`src/rtl/keypad_pkg.sv`:
```
// Shared types and helpers for the 4x4 keypad scanner.
package keypad_pkg;

    localparam int unsigned NUM_ROWS = 4;
    localparam int unsigned NUM_COLS = 4;

    typedef enum logic [1:0] {
        SCAN,
        DEB_PRESS,
        HELD,
        DEB_REL
    } scan_state_t;

    localparam logic [NUM_COLS-1:0] COL_RESET = 4'b1110;

    function automatic logic is_onehot(input logic [NUM_ROWS-1:0] v);
        logic [NUM_ROWS-1:0] one;
        one = {{(NUM_ROWS-1){1'b0}}, 1'b1};
        return (v != '0) && ((v & (v - one)) == '0);
    endfunction

    // Active-low column walks 1110 -> 1101 -> 1011 -> 0111 -> 1110.
    function automatic logic [NUM_COLS-1:0] rotate_col(input logic [NUM_COLS-1:0] c);
        return {c[NUM_COLS-2:0], c[NUM_COLS-1]};
    endfunction

endpackage

```
`src/rtl/row_synchronizer.sv`:
```
// Parameterized flop chain for the keypad row inputs; every stage resets to all-ones (idle rows).
module row_synchronizer #(
    parameter int unsigned WIDTH  = 4,
    parameter int unsigned STAGES = 2
) (
    input  logic             clk_i,
    input  logic             reset_i,
    input  logic [WIDTH-1:0] d_i,
    output logic [WIDTH-1:0] q_o
);

    logic [WIDTH-1:0] stage_q [STAGES];

    always_ff @(posedge clk_i) begin
        if (reset_i) begin
            for (int i = 0; i < int'(STAGES); i++) begin
                stage_q[i] <= '1;
            end
        end else begin
            stage_q[0] <= d_i;
            for (int i = 1; i < int'(STAGES); i++) begin
                stage_q[i] <= stage_q[i-1];
            end
        end
    end

    assign q_o = stage_q[STAGES-1];

endmodule

```
`src/rtl/keypad_scanner.sv`:
```
// 4x4 matrix keypad scanner with press/release debounce feeding keypad_decoder.
// Define KEYPAD_SCANNER_SYNC_EN to pass rows through a 2-flop synchronizer (else 1 register).
module keypad_scanner
    import keypad_pkg::*;
#(
    parameter int unsigned SCAN_CYCLES     = 4,
    parameter int unsigned DEBOUNCE_CYCLES = 8
) (
    input  logic                clk_i,
    input  logic                reset_i,
    input  logic [NUM_ROWS-1:0] row_n_i,
    output logic [NUM_COLS-1:0] col_n_o,
    output logic [NUM_ROWS-1:0] row_keys_o,
    output logic [NUM_COLS-1:0] col_keys_o,
    output logic                key_valid_o,
    output logic                key_held_o
);

    localparam int unsigned CntMax =
        (SCAN_CYCLES > DEBOUNCE_CYCLES) ? SCAN_CYCLES : DEBOUNCE_CYCLES;
    localparam int unsigned CntW = (CntMax > 1) ? $clog2(CntMax) : 1;
    localparam logic [CntW-1:0] DwellLast = CntW'(SCAN_CYCLES - 1);
    localparam logic [CntW-1:0] DebLast   = CntW'(DEBOUNCE_CYCLES - 1);
    localparam logic [CntW-1:0] CntOne    = CntW'(1);

`ifdef KEYPAD_SCANNER_SYNC_EN
    localparam int unsigned SyncStages = 2;
`else
    localparam int unsigned SyncStages = 1;
`endif

    logic [NUM_ROWS-1:0] rows_s;
    logic [NUM_ROWS-1:0] pressed;

    scan_state_t         state_q, state_d;
    logic [CntW-1:0]     dwell_q, dwell_d;
    logic [CntW-1:0]     deb_q, deb_d;
    logic [NUM_COLS-1:0] col_n_q, col_n_d;
    logic [NUM_ROWS-1:0] cap_row_q, cap_row_d;
    logic [NUM_COLS-1:0] cap_col_q, cap_col_d;
    logic [NUM_ROWS-1:0] row_keys_q, row_keys_d;
    logic [NUM_COLS-1:0] col_keys_q, col_keys_d;
    logic                key_valid_q, key_valid_d;
    logic                row_released;

    row_synchronizer #(
        .WIDTH  (NUM_ROWS),
        .STAGES (SyncStages)
    ) u_row_sync (
        .clk_i   (clk_i),
        .reset_i (reset_i),
        .d_i     (row_n_i),
        .q_o     (rows_s)
    );

    assign pressed      = ~rows_s;
    assign row_released = (rows_s & cap_row_q) != '0;

    always_comb begin
        state_d     = state_q;
        dwell_d     = dwell_q;
        deb_d       = deb_q;
        col_n_d     = col_n_q;
        cap_row_d   = cap_row_q;
        cap_col_d   = cap_col_q;
        row_keys_d  = row_keys_q;
        col_keys_d  = col_keys_q;
        key_valid_d = 1'b0;

        unique case (state_q)
            SCAN: begin
                // Rows are only trusted on the last dwell cycle, after the sync latency settles.
                if (dwell_q >= DwellLast) begin
                    dwell_d = '0;
                    if (is_onehot(pressed)) begin
                        cap_row_d = pressed;
                        cap_col_d = ~col_n_q;
                        deb_d     = '0;
                        state_d   = DEB_PRESS;
                    end else begin
                        col_n_d = rotate_col(col_n_q);
                    end
                end else begin
                    dwell_d = dwell_q + CntOne;
                end
            end
            DEB_PRESS: begin
                if (pressed == cap_row_q) begin
                    if (deb_q >= DebLast) begin
                        state_d     = HELD;
                        key_valid_d = 1'b1;
                        row_keys_d  = cap_row_q;
                        col_keys_d  = cap_col_q;
                    end else begin
                        deb_d = deb_q + CntOne;
                    end
                end else begin
                    state_d = SCAN;
                    col_n_d = rotate_col(col_n_q);
                    dwell_d = '0;
                end
            end
            HELD: begin
                if (row_released) begin
                    state_d = DEB_REL;
                    deb_d   = '0;
                end
            end
            DEB_REL: begin
                if (row_released) begin
                    if (deb_q >= DebLast) begin
                        state_d = SCAN;
                        col_n_d = rotate_col(col_n_q);
                        dwell_d = '0;
                    end else begin
                        deb_d = deb_q + CntOne;
                    end
                end else begin
                    state_d = HELD;
                end
            end
            default: begin
                state_d = SCAN;
            end
        endcase
    end

    always_ff @(posedge clk_i) begin
        if (reset_i) begin
            state_q     <= SCAN;
            dwell_q     <= '0;
            deb_q       <= '0;
            col_n_q     <= COL_RESET;
            cap_row_q   <= '0;
            cap_col_q   <= '0;
            row_keys_q  <= '0;
            col_keys_q  <= '0;
            key_valid_q <= 1'b0;
        end else begin
            state_q     <= state_d;
            dwell_q     <= dwell_d;
            deb_q       <= deb_d;
            col_n_q     <= col_n_d;
            cap_row_q   <= cap_row_d;
            cap_col_q   <= cap_col_d;
            row_keys_q  <= row_keys_d;
            col_keys_q  <= col_keys_d;
            key_valid_q <= key_valid_d;
        end
    end

    assign col_n_o     = col_n_q;
    assign row_keys_o  = row_keys_q;
    assign col_keys_o  = col_keys_q;
    assign key_valid_o = key_valid_q;
    assign key_held_o  = (state_q == HELD) || (state_q == DEB_REL);

endmodule

```
`config.mk`:
```
export PLATFORM = sky130hd
export DESIGN_NAME = keypad_scanner
export DESIGN_NICKNAME = d
export VERILOG_FILES = /design/src/rtl/keypad_pkg.sv /design/src/rtl/row_synchronizer.sv /design/src/rtl/keypad_scanner.sv
export SDC_FILE = /design/constraint.sdc
export NUM_CORES = 1
export LEC_CHECK = 0
export BUFFER_PORTS_ARGS = -buffer_cell sky130_fd_sc_hd__buf_2
export CORE_AREA = 8 8 65 67
export DETAILED_ROUTE_END_ITERATION = 7
export DIE_AREA = 0 0 73 75
export PLACE_DENSITY = 0.68
export SLEW_MARGIN = 20
export SYNTH_ARGS = -nofsm -noshare
export SYNTH_HDL_FRONTEND = slang
export SYNTH_SLANG_ARGS = --single-unit
export TNS_END_PERCENT = 1
```
`constraint.sdc`:
```
create_clock -name clk_i -period 2.35 [get_ports clk_i]
set_input_delay 0.47 -clock clk_i [delete_from_list [all_inputs] [get_ports clk_i]]
set_output_delay 0.47 -clock clk_i [all_outputs]
set_load 0.005 [all_outputs]
```
### Yosys cells after proc, flatten, opt, wreduce, memory -nomap -nowiden

Memory sizes are Yosys's and may differ from the RTL's.
Cells that the tools add are included.
W data, S select, Z words.

* bits in writable memories: 4
* input port bits: 6
* logic and storage cells: 82
* flip-flop bits (word level): 29
* memories kept: 1

* order comparisons: 2
* add/subtract/negate cells: 3
* bitwise operators: 6
* muxes and demuxes: 32
* reduce and logical (&&, ||, !) cells: 15
* eq/ne operators: 14

Memory list
* u_row_sync.stage_q: words 1, bits a word 4, read ports 1, clocked after memory_dff 0, wr ports 1, line row_synchronizer.sv:12 `logic [WIDTH-1:0] stage_q [STAGES];`

Operators with widths (number)
* $mux W3: 10
* $mux W4: 6
* $ne A2 B2 Y1 const B: 8
* $mux W2: 7
* $pmux W3 S4: 1
* $pmux W4 S3: 1
* $reduce_and A5 Y1: 2
* $pmux W3 S3: 1
* $and A4 B4 Y4: 2
* $not A4 Y4: 2
* $pmux W2 S4: 1
* $reduce_bool A4 Y1: 2
* $add A3 B1 Y3 const B: 2
* $ne A3 B3 Y1 const B: 2
* $reduce_and A3 Y1: 2
* $reduce_and A6 Y1: 1
* $mux W1: 5
* $eq A2 B2 Y1 const B: 2
* $eq A4 B4 Y1: 1
* $logic_not A4 Y1: 1
* $reduce_and A4 Y1: 1
* $reduce_or A4 Y1: 1
* $sub A4 B1 Y4 const B: 1
* $ge A3 B2 Y1 const B: 1
* 8 further kinds: 9

### Logic depth before layout (Yosys ltp)

Gate-level depths: netlist of run 1.

* depth after elaboration: 8
* depth in mapped cells: 7
* mapped depth without buffers: 7

### Cells and area by module

From an unflattened synthesis of run 1, not the netlist that was laid out.

* cell total of the unflattened synthesis: 157
* area, all modules: 1522.7 um2

Modules (own cells, without submodules)
* keypad_scanner: instances 1, seq. area each 580.6 um2, cells each 149, area each 1417.6 um2
* row_synchronizer: instances 1, seq. area each 80.1 um2, cells each 8, area each 105.1 um2

### Least setup slack after synthesis of run 1

No wires, ideal clock.

* kind: register to register
* start: memory u_row_sync.stage_q[0][0]
* end: register col_n_q[0] (netlist: col_n_o[0])
* data required time: 2.222 ns
* setup slack: 0.341 ns
* cell stages (with the launch flop): 7
* arrival time: 1.881 ns
* path buffers: 0
* path through: dfxtp_1 ha_1 and4_1 a222oi_1 o211ai_2 mux2i_1 nor2_1

* cells in the longest elaborated chain, start to end: 8
* elaborated cells between the ends (all ways): 14

RTL lines
* from (decl): line row_synchronizer.sv:12
* $mem_v2 Z1 W4 (*)
* $not A4 Y4: line keypad_scanner.sv:56 `assign pressed = ~rows_s;`
* $sub A4 B1 Y4: line keypad_pkg.sv:19 `return (v != '0) && ((v & (v - one)) == '0);`
* $and A4 B4 Y4: line keypad_pkg.sv:19
* $logic_not A4 Y1: line keypad_pkg.sv:19
* $logic_and A1 B1 Y1: line keypad_pkg.sv:19
* $ne A2 B2 Y1 (no line)
* $reduce_and A6 Y1 (no line) (*)
* to (signal assigned): line keypad_scanner.sv:143 `col_n_q <= col_n_d;`
* to (decl): line keypad_scanner.sv:38 `logic [NUM_COLS-1:0] col_n_q, col_n_d;`

Mark *: on every way between the ends. The rest lies on a longest branch, timed or not.
A chain may end at the register's enable or synchronous reset.

### Worst setup path after layout of run 1

* start: register deb_q[0]
* end: register col_n_q[0] (netlist: col_n_o[0])

* cells in the longest elaborated chain, start to end: 3

RTL lines
* from (decl): line keypad_scanner.sv:37 `logic [CntW-1:0] deb_q, deb_d;`
* from (signal assigned): line keypad_scanner.sv:132 `deb_q <= '0;`
* from (signal assigned): line keypad_scanner.sv:142 `deb_q <= deb_d;`
* $ge A3 B3 Y1: line keypad_scanner.sv:111 `if (deb_q >= DebLast) begin`
* $ne A2 B2 Y1 (no line)
* $reduce_and A6 Y1 (no line)

Every way passes these cells.

==> results of run 1 <==
synth_stat cells, types with 2 or more instances:
| cell type | n | share of area [%] |
|---|---|---|
| a211oi_1 | 5 | 2.7 |
| or2_2 | 5 | 2.2 |
| nor3_1 | 4 | 1.4 |
| mux2i_1 | 12 | 8.5 |
| a21oi_1 | 11 | 3.9 |
| o21ai_0 | 3 | 1.1 |
| buf_2 | 2 | 0.71 |
| clkbuf_1 | 5 | 1.3 |
| nand3_1 | 4 | 1.4 |
| nor2_1 | 25 | 6.7 |
| nand2_1 | 3 | 0.80 |
| xnor2_1 | 2 | 1.2 |
| inv_1 | 4 | 1.1 |
| ha_1 | 8 | 7.1 |
| dfxtp_1 | 33 | 47 |
| o21ai_1 | 2 | 0.71 |
| nand2b_1 | 2 | 0.89 |
routing by layer:
| layer | part of all wire, % | GRT usage [%] |
|---|---|---|
| met2 | 48 | 18.37 |
| met4 | 2.1 | 6.000 |
| met1 | 44 | 12.03 |
| met3 | 5.7 | 5.060 |
| met5 | 0 | 0 |
final cells by class:
class | count | area, um^2 | share of cell area, %
multi-input cells | 104 | 690.7 | 42.76
flip-flops and latches | 33 | 660.6 | 40.90
repair buffers | 22 | 117.6 | 7.281
clock buffers | 7 | 65.06 | 4.028
well taps | 46 | 57.56 | 3.563
inverters | 5 | 18.77 | 1.162
clock inverters | 1 | 5.005 | 0.3098
stage by stage:
step	cell area [um^2]	std cells	setup slack (ps)	hold slack (ps)
2_1_floorplan	1410	150	341.3	460.1
3_3_place_gp	1545	210	426.7	470.0
3_5_place_dp	1545	210	405.4	482.6
4_1_cts	1615	218	372.9	306.5
5_1_grt	1615	218	196.2	301.5
6_report	1615	218	398.7	321.7
placed cells by master, fill, tap and decap left out, types with 4 or more instances in the layout:
cell and count:
or2_2 5, nor3_1 4, inv_1 4, a211oi_1 5
dfxtp_1 33, nor2_1 25, a21oi_1 11, nand3_1 4
ha_1 8, buf_2 19, clkbuf_4 5, mux2i_1 12
worst min-delay path by stage:
stage | end | slack, ps | start | depth (start not counted)
floorplan | cap_col_q[0] | 460 | cap_col_q[0] | 2
global placement | col_keys_o[3] | 470 | col_keys_o[3] | 2
finish | u_row_sync.stage_q[0][1] | 320 | row_n_i[1] | 2
global route | u_row_sync.stage_q[0][1] | 300 | row_n_i[1] | 2
CTS | u_row_sync.stage_q[0][1] | 310 | row_n_i[1] | 2
detailed placement | col_keys_o[0] | 480 | col_keys_o[0] | 2
power by group:
part / total (uW) / internal (uW) / switching [uW] / leakage (uW)
clock: 353 / 173 / 180 / 0.0000413
sequential: 689 / 625 / 64.3 / 0.000268
combinational: 301 / 141 / 161 / 0.000360
kinds of logic after synthesis:
family	after synthesis	synth area share (%)
XOR/XNOR	2	1.242
adder cells (fa/ha/maj)	8	7.099
AND/OR/NAND/NOR	52	18.28
multiplexers	12	8.519
flip-flops	33	46.85
AO/OA/AOI/OAI	30	13.84
buffers and inverters	13	4.170
state kept, by name, summed over array words and instances (netlist names), 3 cells and up:
signal	cells
cap_col_q	4
cap_row_q	4
col_keys_o	4
col_n_o	4
deb_q	3
dwell_q	3
row_keys_o	4
u_row_sync.stage_q	4
==> results.py, run 1 <==
metrics = {
    "timing": {
        "period_share_pct": 83.03,
        "worstMarginPinSlew_ps": 791.4,
        "setup_tns_ps": 0,
        "max_slew_margin_pct": 47.01,
        "fmax_mhz": 512.5,
        "grt_setup_unrepaired": "false",
        "slew_viol_final": 0,
        "fin_crit_ps": 1951,
        "fin_skew_ps": 5.456,
        "setup_viol": 0,
        "finalHoldViolations": 0,
    },
    "critical_path": {
        "cp.depth": 8,
        "path_cells": "ha_1 > ha_1 > and3b_1 > a222oi_1 > buf_4 > o211ai_2 > mux2i_1 > nor2_1",
        "crit_path_top_delay_cell": "dfxtp_1",
        "rr_endpoint": "col_n_o[0]",
        "endpoint_kind": "flop",
        "setup.worst_path.start": "deb_q[0]",
        "cp_common_cell": "ha_1",
        "regToRegSetupSlack_ps": 400,
        "rr_worst_depth": 8,
        "path_buf_inv": 1,
        "slowest_delay_ps": 400,
        "endpoint": "col_n_o[0]",
        "crit_arrival_ps": 2150,
        "start_kind": "flop",
        "critical_path_class": "reg -> reg",
        "cp.required_ps": 2550,
        "critPathTopFamily": "compound AO/OA/AOI/OAI gates",
        "rr_startpoint": "deb_q[0]",
        "worstPathMaxFanout": 7,
    },
    "clock_network": {
        "cts_root_buffer": "clkbuf_4",
        "clkTransAtPathRegs_ps": 100,
        "cts.sinks": 33,
        "cts_tree": "yes",
        "cts.htree.levels": 2,
        "cts_hold_buf": 0,
        "numCtsBuffers": 5,
        "clk_path_buf_depth": 2,
        "cts_resized": 0,
        "postCtsSetupRepairBufs": 0,
        "insertion_delay_ps": 330,
    },
    "synthesis": {
        "yosysWarnings": 0,
        "synth_ff_type": "dfxtp_1",
        "synth.ff_latch_count": 33,
        "synthArstFlopShare_pct": 0,
        "synth_edf_count": 0,
        "yosysSeqAreaShare_pct": 46.85,
        "synthesis.area_um2": 1410,
        "syn-num-nets": 164,
        "synth_cells": 150,
        "ys_types": 37,
        "syn_avg_cell_area_um2": 9.401,
    },
    "floorplan": {
        "start_util_pct": 43.63,
        "coreArea_um2": 3232,
        "ios": 20,
        "dieArea_um2": 5475,
        "die_w_um": 73,
        "rows": 21,
        "fp.dieH_um": 75,
    },
    "layout": {
        "fin_util_pct": 49.98,
        "drive_gt1_share_pct": 22.67,
        "n_antenna_cell": 0,
        "area_growth_pct": 14.55,
        "fill_cells": 308,
        "finalNetCount": 185,
    },
    "placed_design": {
        "place_congestion": 0.7514,
        "dp_hpwl_mm": 2.018,
        "io_buffers": 19,
    },
    "drt": {
        "via_per_inst": 4.917,
        "drt_iter0_drc": 57,
        "drt.antenna.violating_nets": 0,
        "post-route-drc-count": 0,
        "vias": 1072,
        "wl_per_cell_um": 12.28,
        "routed_wl_mm": 2.677,
        "drtPass1Iterations": 5,
    },
    "pwr": {
        "p_leak_uw": 0.0006695,
        "ir_drop_uv": 486.4,
        "p_per_area_nw_per_um2": 831.9,
        "p_total_uw": 1344,
    },
    "global_routing": {
        "antenna_found_initial": 0,
        "grt_pass1_wl_mm": 4.754,
        "grt-ovfl-total": 0,
        "grt_usage_pct": 11.26,
        "grt_max_degree": 37,
        "grt_pass1_vias": 1110,
    },
    "flow_run": {
        "maxCapViolCount": 0,
    },
    "worst_hold_path": {
        "min_path_type": "in -> reg",
    },
    "outcome": {
        "status": "finished, final reports clean",
    },
}
(Power assumes the default switching activity.)
==> inputs of run 2 (changes only) <==
--- a/config.mk
+++ b/config.mk
@@ -5,11 +5,12 @@
 export SDC_FILE = /design/constraint.sdc
 export NUM_CORES = 1
 export LEC_CHECK = 0
+export ABC_AREA = 1
 export BUFFER_PORTS_ARGS = -buffer_cell sky130_fd_sc_hd__buf_2
-export CORE_AREA = 8 8 65 67
+export CORE_AREA = 8 8 69 71
 export DETAILED_ROUTE_END_ITERATION = 7
-export DIE_AREA = 0 0 73 75
-export PLACE_DENSITY = 0.68
+export DIE_AREA = 0 0 77 79
+export PLACE_DENSITY = 0.67
 export SLEW_MARGIN = 20
 export SYNTH_ARGS = -nofsm -noshare
 export SYNTH_HDL_FRONTEND = slang
==> constraint.sdc (replaced) <==
create_clock -name clk_i -period 1.9 [get_ports clk_i]
set_input_delay 0.38 -clock clk_i [delete_from_list [all_inputs] [get_ports clk_i]]
set_output_delay 0.38 -clock clk_i [all_outputs]
set_load 0.005 [all_outputs]
==> run 2 against run 1 <==
Compared with the run above: fmax rose by 21%; first-iteration DRC count rose by 54%; clock skew rose by 1.9 ps; area after synthesis rose by 14%; sequential power rose by 37%; register-to-register slack got worse by 120 ps; via count rose by 29%; worst hold slack got worse by 43 ps; sequential cell count did not move; sequential share of layout area fell by 4.5 points; critical path type unchanged; highest routed layer unchanged.
==> results.py, run 2 <==
metrics = {
    "outcome": {
        "status": "finished, final reports clean",
    },
    "placed_design": {
        "dp_hpwl_mm": 2.404,
        "placed_area_um2": 1734,
        "io_buffers": 19,
        "place_congestion": 0.8421,
    },
    "critical_path": {
        "start_kind": "flop",
        "endpoint_kind": "flop",
        "rr_worst_depth": 8,
        "cp.required_ps": 2110,
        "crit_arrival_ps": 1830,
        "rr_endpoint": "cap_row_q[1]",
        "worstPathMaxFanout": 12,
        "rr_startpoint": "dwell_q[0]",
        "critical_path_class": "reg -> reg",
        "regToRegSetupSlack_ps": 280,
    },
    "synthesis": {
        "syn-num-nets": 230,
        "synth.ff_latch_count": 33,
        "ys_top_cells_by_area": "dfxtp_1 (41%), nand2_1 (12%), nand3_1 (7.2%), ha_1 (6.2%), nor2_1 (6.1%)",
        "yosysSeqAreaShare_pct": 41.22,
        "synth_edf_count": 0,
        "synth_ff_type": "dfxtp_1",
        "synthArstFlopShare_pct": 0,
        "synth_top_area_share_pct": 41.22,
        "synth_cells": 216,
        "synth.most_common_cell": "nand2_1",
        "ys_types": 23,
        "synthesis.area_um2": 1603,
        "syn_avg_cell_area_um2": 7.420,
        "netlist.top_cell.by_area": "dfxtp_1",
        "yosysWarnings": 0,
        "netlist_top_cells_count": "nand2_1 (53), dfxtp_1 (33), nor2_1 (26), nand3_1 (23), a21oi_1 (18)",
    },
    "timing": {
        "fmax_mhz": 618.2,
        "slew_viol_final": 0,
        "setup_viol": 0,
        "period_share_pct": 85.14,
        "setup_tns_ps": 0,
        "finalHoldViolations": 0,
        "worstMarginPinSlew_ps": 336.5,
        "max_slew_margin_pct": 77.43,
        "grt_setup_unrepaired": "false",
        "fin_skew_ps": 7.341,
        "fin_crit_ps": 1618,
    },
    "drt": {
        "post-route-drc-count": 0,
        "vias": 1382,
        "routed_wl_mm": 3.152,
        "drt_iter0_drc": 88,
        "drt.antenna.violating_nets": 0,
        "via_per_inst": 4.782,
        "drtPass1Iterations": 4,
        "wl_per_cell_um": 10.91,
    },
    "clock_network": {
        "cts_tree": "yes",
        "clkTransAtPathRegs_ps": 70,
        "cts_hold_buf": 0,
        "insertion_delay_ps": 280,
        "postCtsSetupRepairBufs": 0,
        "clk_path_buf_depth": 2,
        "cts.sinks": 33,
        "cts.htree.levels": 2,
        "numCtsBuffers": 5,
        "cts_resized": 0,
        "cts_root_buffer": "clkbuf_8",
    },
    "worst_hold_path": {
        "hold_end": "u_row_sync.stage_q[0][3]",
        "worstHoldStart": "row_n_i[3]",
        "min_path_type": "in -> reg",
        "hold_path_depth": 2,
    },
    "pwr": {
        "p_per_area_nw_per_um2": 1315,
        "p_leak_uw": 0.0008984,
        "ir_drop_uv": 726.1,
    },
    "global_routing": {
        "grt_usage_pct": 11.26,
        "antenna_found_initial": 0,
        "grt-ovfl-total": 0,
        "grt_pass1_wl_mm": 5.623,
        "grt_max_degree": 24,
        "grt_pass1_vias": 1271,
    },
    "floorplan": {
        "rows": 23,
        "die_w_um": 77,
        "dieArea_um2": 6083,
        "start_util_pct": 42.19,
        "fp.dieH_um": 79,
        "ios": 20,
        "coreArea_um2": 3799,
    },
    "layout": {
        "fill_cells": 414,
        "finalNetCount": 252,
        "final_common_cell": "nand2_1",
        "design_area_um2": 1817,
        "drive_gt1_share_pct": 23.01,
        "area_growth_pct": 13.35,
        "n_antenna_cell": 0,
        "final_cell_mix": "nand2_1 (53), dfxtp_1 (33), nor2_1 (26)",
    },
    "flow_run": {
        "maxCapViolCount": 0,
    },
}
run 2: how the worst max path moves through the flow:
| stage | startpoint | end | slack [ps] | depth (start not counted) |
|---|---|---|---|---|
| after floorplan | deb_q[0] | state_q[1] | 500 | 10 |
| after global placement | dwell_q[0] | cap_col_q[0] | 350 | 8 |
| after detailed placement | dwell_q[0] | cap_row_q[0] | 310 | 8 |
| after CTS | dwell_q[0] | cap_row_q[1] | 280 | 8 |
| after global routing | dwell_q[0] | cap_row_q[0] | 90 | 8 |
| final | dwell_q[0] | cap_row_q[1] | 280 | 8 |
run 2: critical path, cell delays in order (launching register included):
cell and delay [ps]:
dfxtp_1 370, ha_1 170, ha_1 130, inv_1 50, nand3_1 100, nand4_2 300
inv_1 240, nand2_1 70, a21oi_1 120
run 2: cell families (layout without fill, tap and decap cells):
logic type	count (synthesis)	after routing	synth area share [%]
buffers and inverters	29	52	7.962
DFF	33	33	41.22
AOI/OAI and AO/OA	22	22	6.869
adders and majority gates	8	8	6.245
and+or+nand+nor	124	124	37.70
run 2: final cells by class:
type | instances | area (um^2) | share of cell area (%)
well taps | 50 | 62.56 | 3.444
repair buffers | 21 | 110.1 | 6.061
inverters | 23 | 86.33 | 4.752
clock buffers | 6 | 72.57 | 3.994
flip-flops and latches | 33 | 660.6 | 36.36
clock inverters | 2 | 10.01 | 0.5510
multi-input cells | 154 | 814.5 | 44.83
run 2: per-stage QoR:
stage | setup slack, ps | util, % | instances | power (uW) | hold WS [ps]
6_report | 282.4 | 47.83 | 289 | 2388 | 278.6
5_1_grt | 94.00 | 47.83 | 289 | 2609 | 264.7
4_1_cts | 284.4 | 47.83 | 289 | 2412 | 271.6
3_5_place_dp | 308.1 | 45.65 | 281 | 1906 | 449.1
3_3_place_gp | 352.5 | 45.65 | 281 | 1899 | 447.7
2_1_floorplan | 497.0 | - | 216 | 1736 | 444.1
run 2: routing by layer:
layer | wire length (um) | global-route usage (%)
met5 | 0 | 0
met3 | 126 | 3.837
met1 | 1670 | 14.91
met2 | 1298 | 15.97
met4 | 57 | 5.472
run 2: power breakdown:
group	leakage [uW]	switching [uW]	internal, uW
registers	0.000269	124	817
logic	0.000584	592	357
clock network	0.0000450	245	253
total	0.000898	961	1430
==> inputs of run 3 (changes only) <==
--- a/config.mk
+++ b/config.mk
@@ -10,7 +10,8 @@
 export CORE_AREA = 8 8 69 71
 export DETAILED_ROUTE_END_ITERATION = 7
 export DIE_AREA = 0 0 77 79
-export PLACE_DENSITY = 0.67
+export HOLD_SLACK_MARGIN = 0.02
+export PLACE_DENSITY = 0.69
 export SLEW_MARGIN = 20
 export SYNTH_ARGS = -nofsm -noshare
 export SYNTH_HDL_FRONTEND = slang
==> constraint.sdc (replaced) <==
create_clock -name clk_i -period 1.31 [get_ports clk_i]
set_input_delay 0.262 -clock clk_i [delete_from_list [all_inputs] [get_ports clk_i]]
set_output_delay 0.262 -clock clk_i [all_outputs]
set_load 0.005 [all_outputs]
==> run 3 against run 2 <==
Compared with the run above: the run now ends with setup timing left; power up 71%; worst hold slack worse by 130 ps; count of clock-buffer cells in the layout unchanged; non-clock buffer count up 19; setup slack worse by 390 ps; combinational power up 110%; utilization up 11 points; sequential power up 48%; clock skew down 3.6 ps; fmax up 14%; design area up 22%; largest cell class unchanged.
==> results.py, run 3 (synthesized netlist as in run 2, its figures left out) <==
metrics = {
    "critical_path": {
        "crit_arrival_ps": 1600,
        "cp.required_ps": 1500,
        "worstPathMaxFanout": 3,
        "regToRegSetupSlack_ps": -110,
        "critical_path_class": "reg -> reg",
        "endpoint_kind": "flop",
        "start_kind": "flop",
    },
    "layout": {
        "fin_util_pct": 58.37,
        "drive_gt1_share_pct": 44.19,
        "design_area_um2": 2217,
        "final_common_cell": "nand2_1",
        "n_antenna_cell": 0,
        "area_growth_pct": 38.33,
        "finalNetCount": 271,
        "final_cell_mix": "nand2_1 (47), nand3_1 (21), nor2_1 (21)",
    },
    "global_routing": {
        "grt_usage_pct": 13.13,
        "grt_max_degree": 11,
        "grt_pass1_wl_mm": 6.437,
        "grt_pass1_vias": 1456,
        "grt-ovfl-total": 0,
        "antenna_found_initial": 0,
    },
    "timing": {
        "finalHoldViolations": 0,
        "grt_setup_unrepaired": "true",
        "worstMarginPinSlew_ps": 293.6,
        "slew_viol_final": 0,
        "fin_skew_ps": 3.694,
        "period_share_pct": 108.1,
        "fin_crit_ps": 1416,
        "worst_slack_ps": -106.0,
        "max_slew_margin_pct": 80.30,
        "setup_viol": 24,
        "fmax_mhz": 706.2,
    },
    "clock_network": {
        "cts.sinks": 33,
        "cts_hold_buf": 0,
        "numCtsBuffers": 5,
        "postCtsSetupRepairBufs": 0,
        "cts_tree": "yes",
        "clkTransAtPathRegs_ps": 70,
        "insertion_delay_ps": 290,
        "clk_path_buf_depth": 2,
        "cts_root_buffer": "clkbuf_8",
        "cts.htree.levels": 2,
    },
    "floorplan": {
        "coreArea_um2": 3799,
        "ios": 20,
        "fp.dieH_um": 79,
        "dieArea_um2": 6083,
        "die_w_um": 77,
        "start_util_pct": 42.19,
        "rows": 23,
    },
    "placed_design": {
        "place_congestion": 0.8564,
        "io_buffers": 19,
        "preCtsSetupSlack_ps": -125.2,
        "placed_area_um2": 1904,
        "dp_hpwl_mm": 2.724,
    },
    "outcome": {
        "status": "finished, violations left",
        "violations": "setup timing",
    },
    "drt": {
        "drt.antenna.violating_nets": 0,
        "drtPass1Iterations": 4,
        "drt_iter0_drc": 57,
        "wl_per_cell_um": 12.41,
        "post-route-drc-count": 0,
        "routed_wl_mm": 3.822,
        "via_per_inst": 4.903,
        "vias": 1510,
    },
    "flow_run": {
        "maxCapViolCount": 0,
    },
    "pwr": {
        "p_leak_uw": 0.001039,
        "p_total_uw": 4089,
        "p_per_area_nw_per_um2": 1844,
        "ir_drop_uv": 1305,
    },
    "worst_hold_path": {
        "min_path_type": "in -> reg",
    },
}
-- run 3: layer usage --
layer  part of all wire [%]  GRT usage, %  wire, um
met5                      0             0         0
met4                    2.7         8.491       103
met3                    4.0         3.837       153
met2                     49         21.24      1872
met1                     44         14.97      1692
-- run 3: final cells by class --
cell class | count | area (um^2)
clock inverter | 2 | 10.01
fill | 363 | 1582
tap | 50 | 62.56
sequential | 33 | 679.4
inverter | 23 | 93.84
multi-input combinational | 154 | 1035
clock buffer | 6 | 72.57
timing repair buffer | 40 | 264.0
-- run 3: critical path: stages (launching register included) --
cell and delay [ps]:
dfxtp_4 360, ha_4 270, nand2_4 60, o21ai_4 170
nand2_1 70, nor2_1 120, nand3_2 100, nor2_1 120
nor2_1 50
-- run 3: path summary, 6_finish.rpt --
path,startpoint,endpoint,depth (start not counted)
worst max-delay path,u_row_sync.stage_q[0][2],deb_q[1],8
worst min-delay path,row_n_i[0],u_row_sync.stage_q[0][0],2
worst max register to register,u_row_sync.stage_q[0][2],deb_q[1],8
worst min register to register,col_keys_o[1],col_keys_o[1],2
-- run 3: repair_timing --
item / in CTS / in global routing
pin swaps: 20 / 8
resized for setup: 42 / 11
endpoints found under the hold margin: 0 / 0
endpoints found under the setup margin: 27 / 29
-- run 3: where the power goes --
part	leakage (uW)	total (uW)	switching (uW)	internal [uW]
Sequential	0.000272	1390	187	1200
Combinational	0.000722	1960	1100	857
Clock	0.0000450	742	374	368
-- run 3: per-stage QoR --
step,hold slack [ps],TNS (ps),std cells
after global placement,444.7,-1820,300
after floorplan,365.8,-218.0,216
after global routing,148.6,-3579,308
final,150.9,-1164,308
after detailed placement,446.5,-2307,300
after CTS,141.0,-1183,308
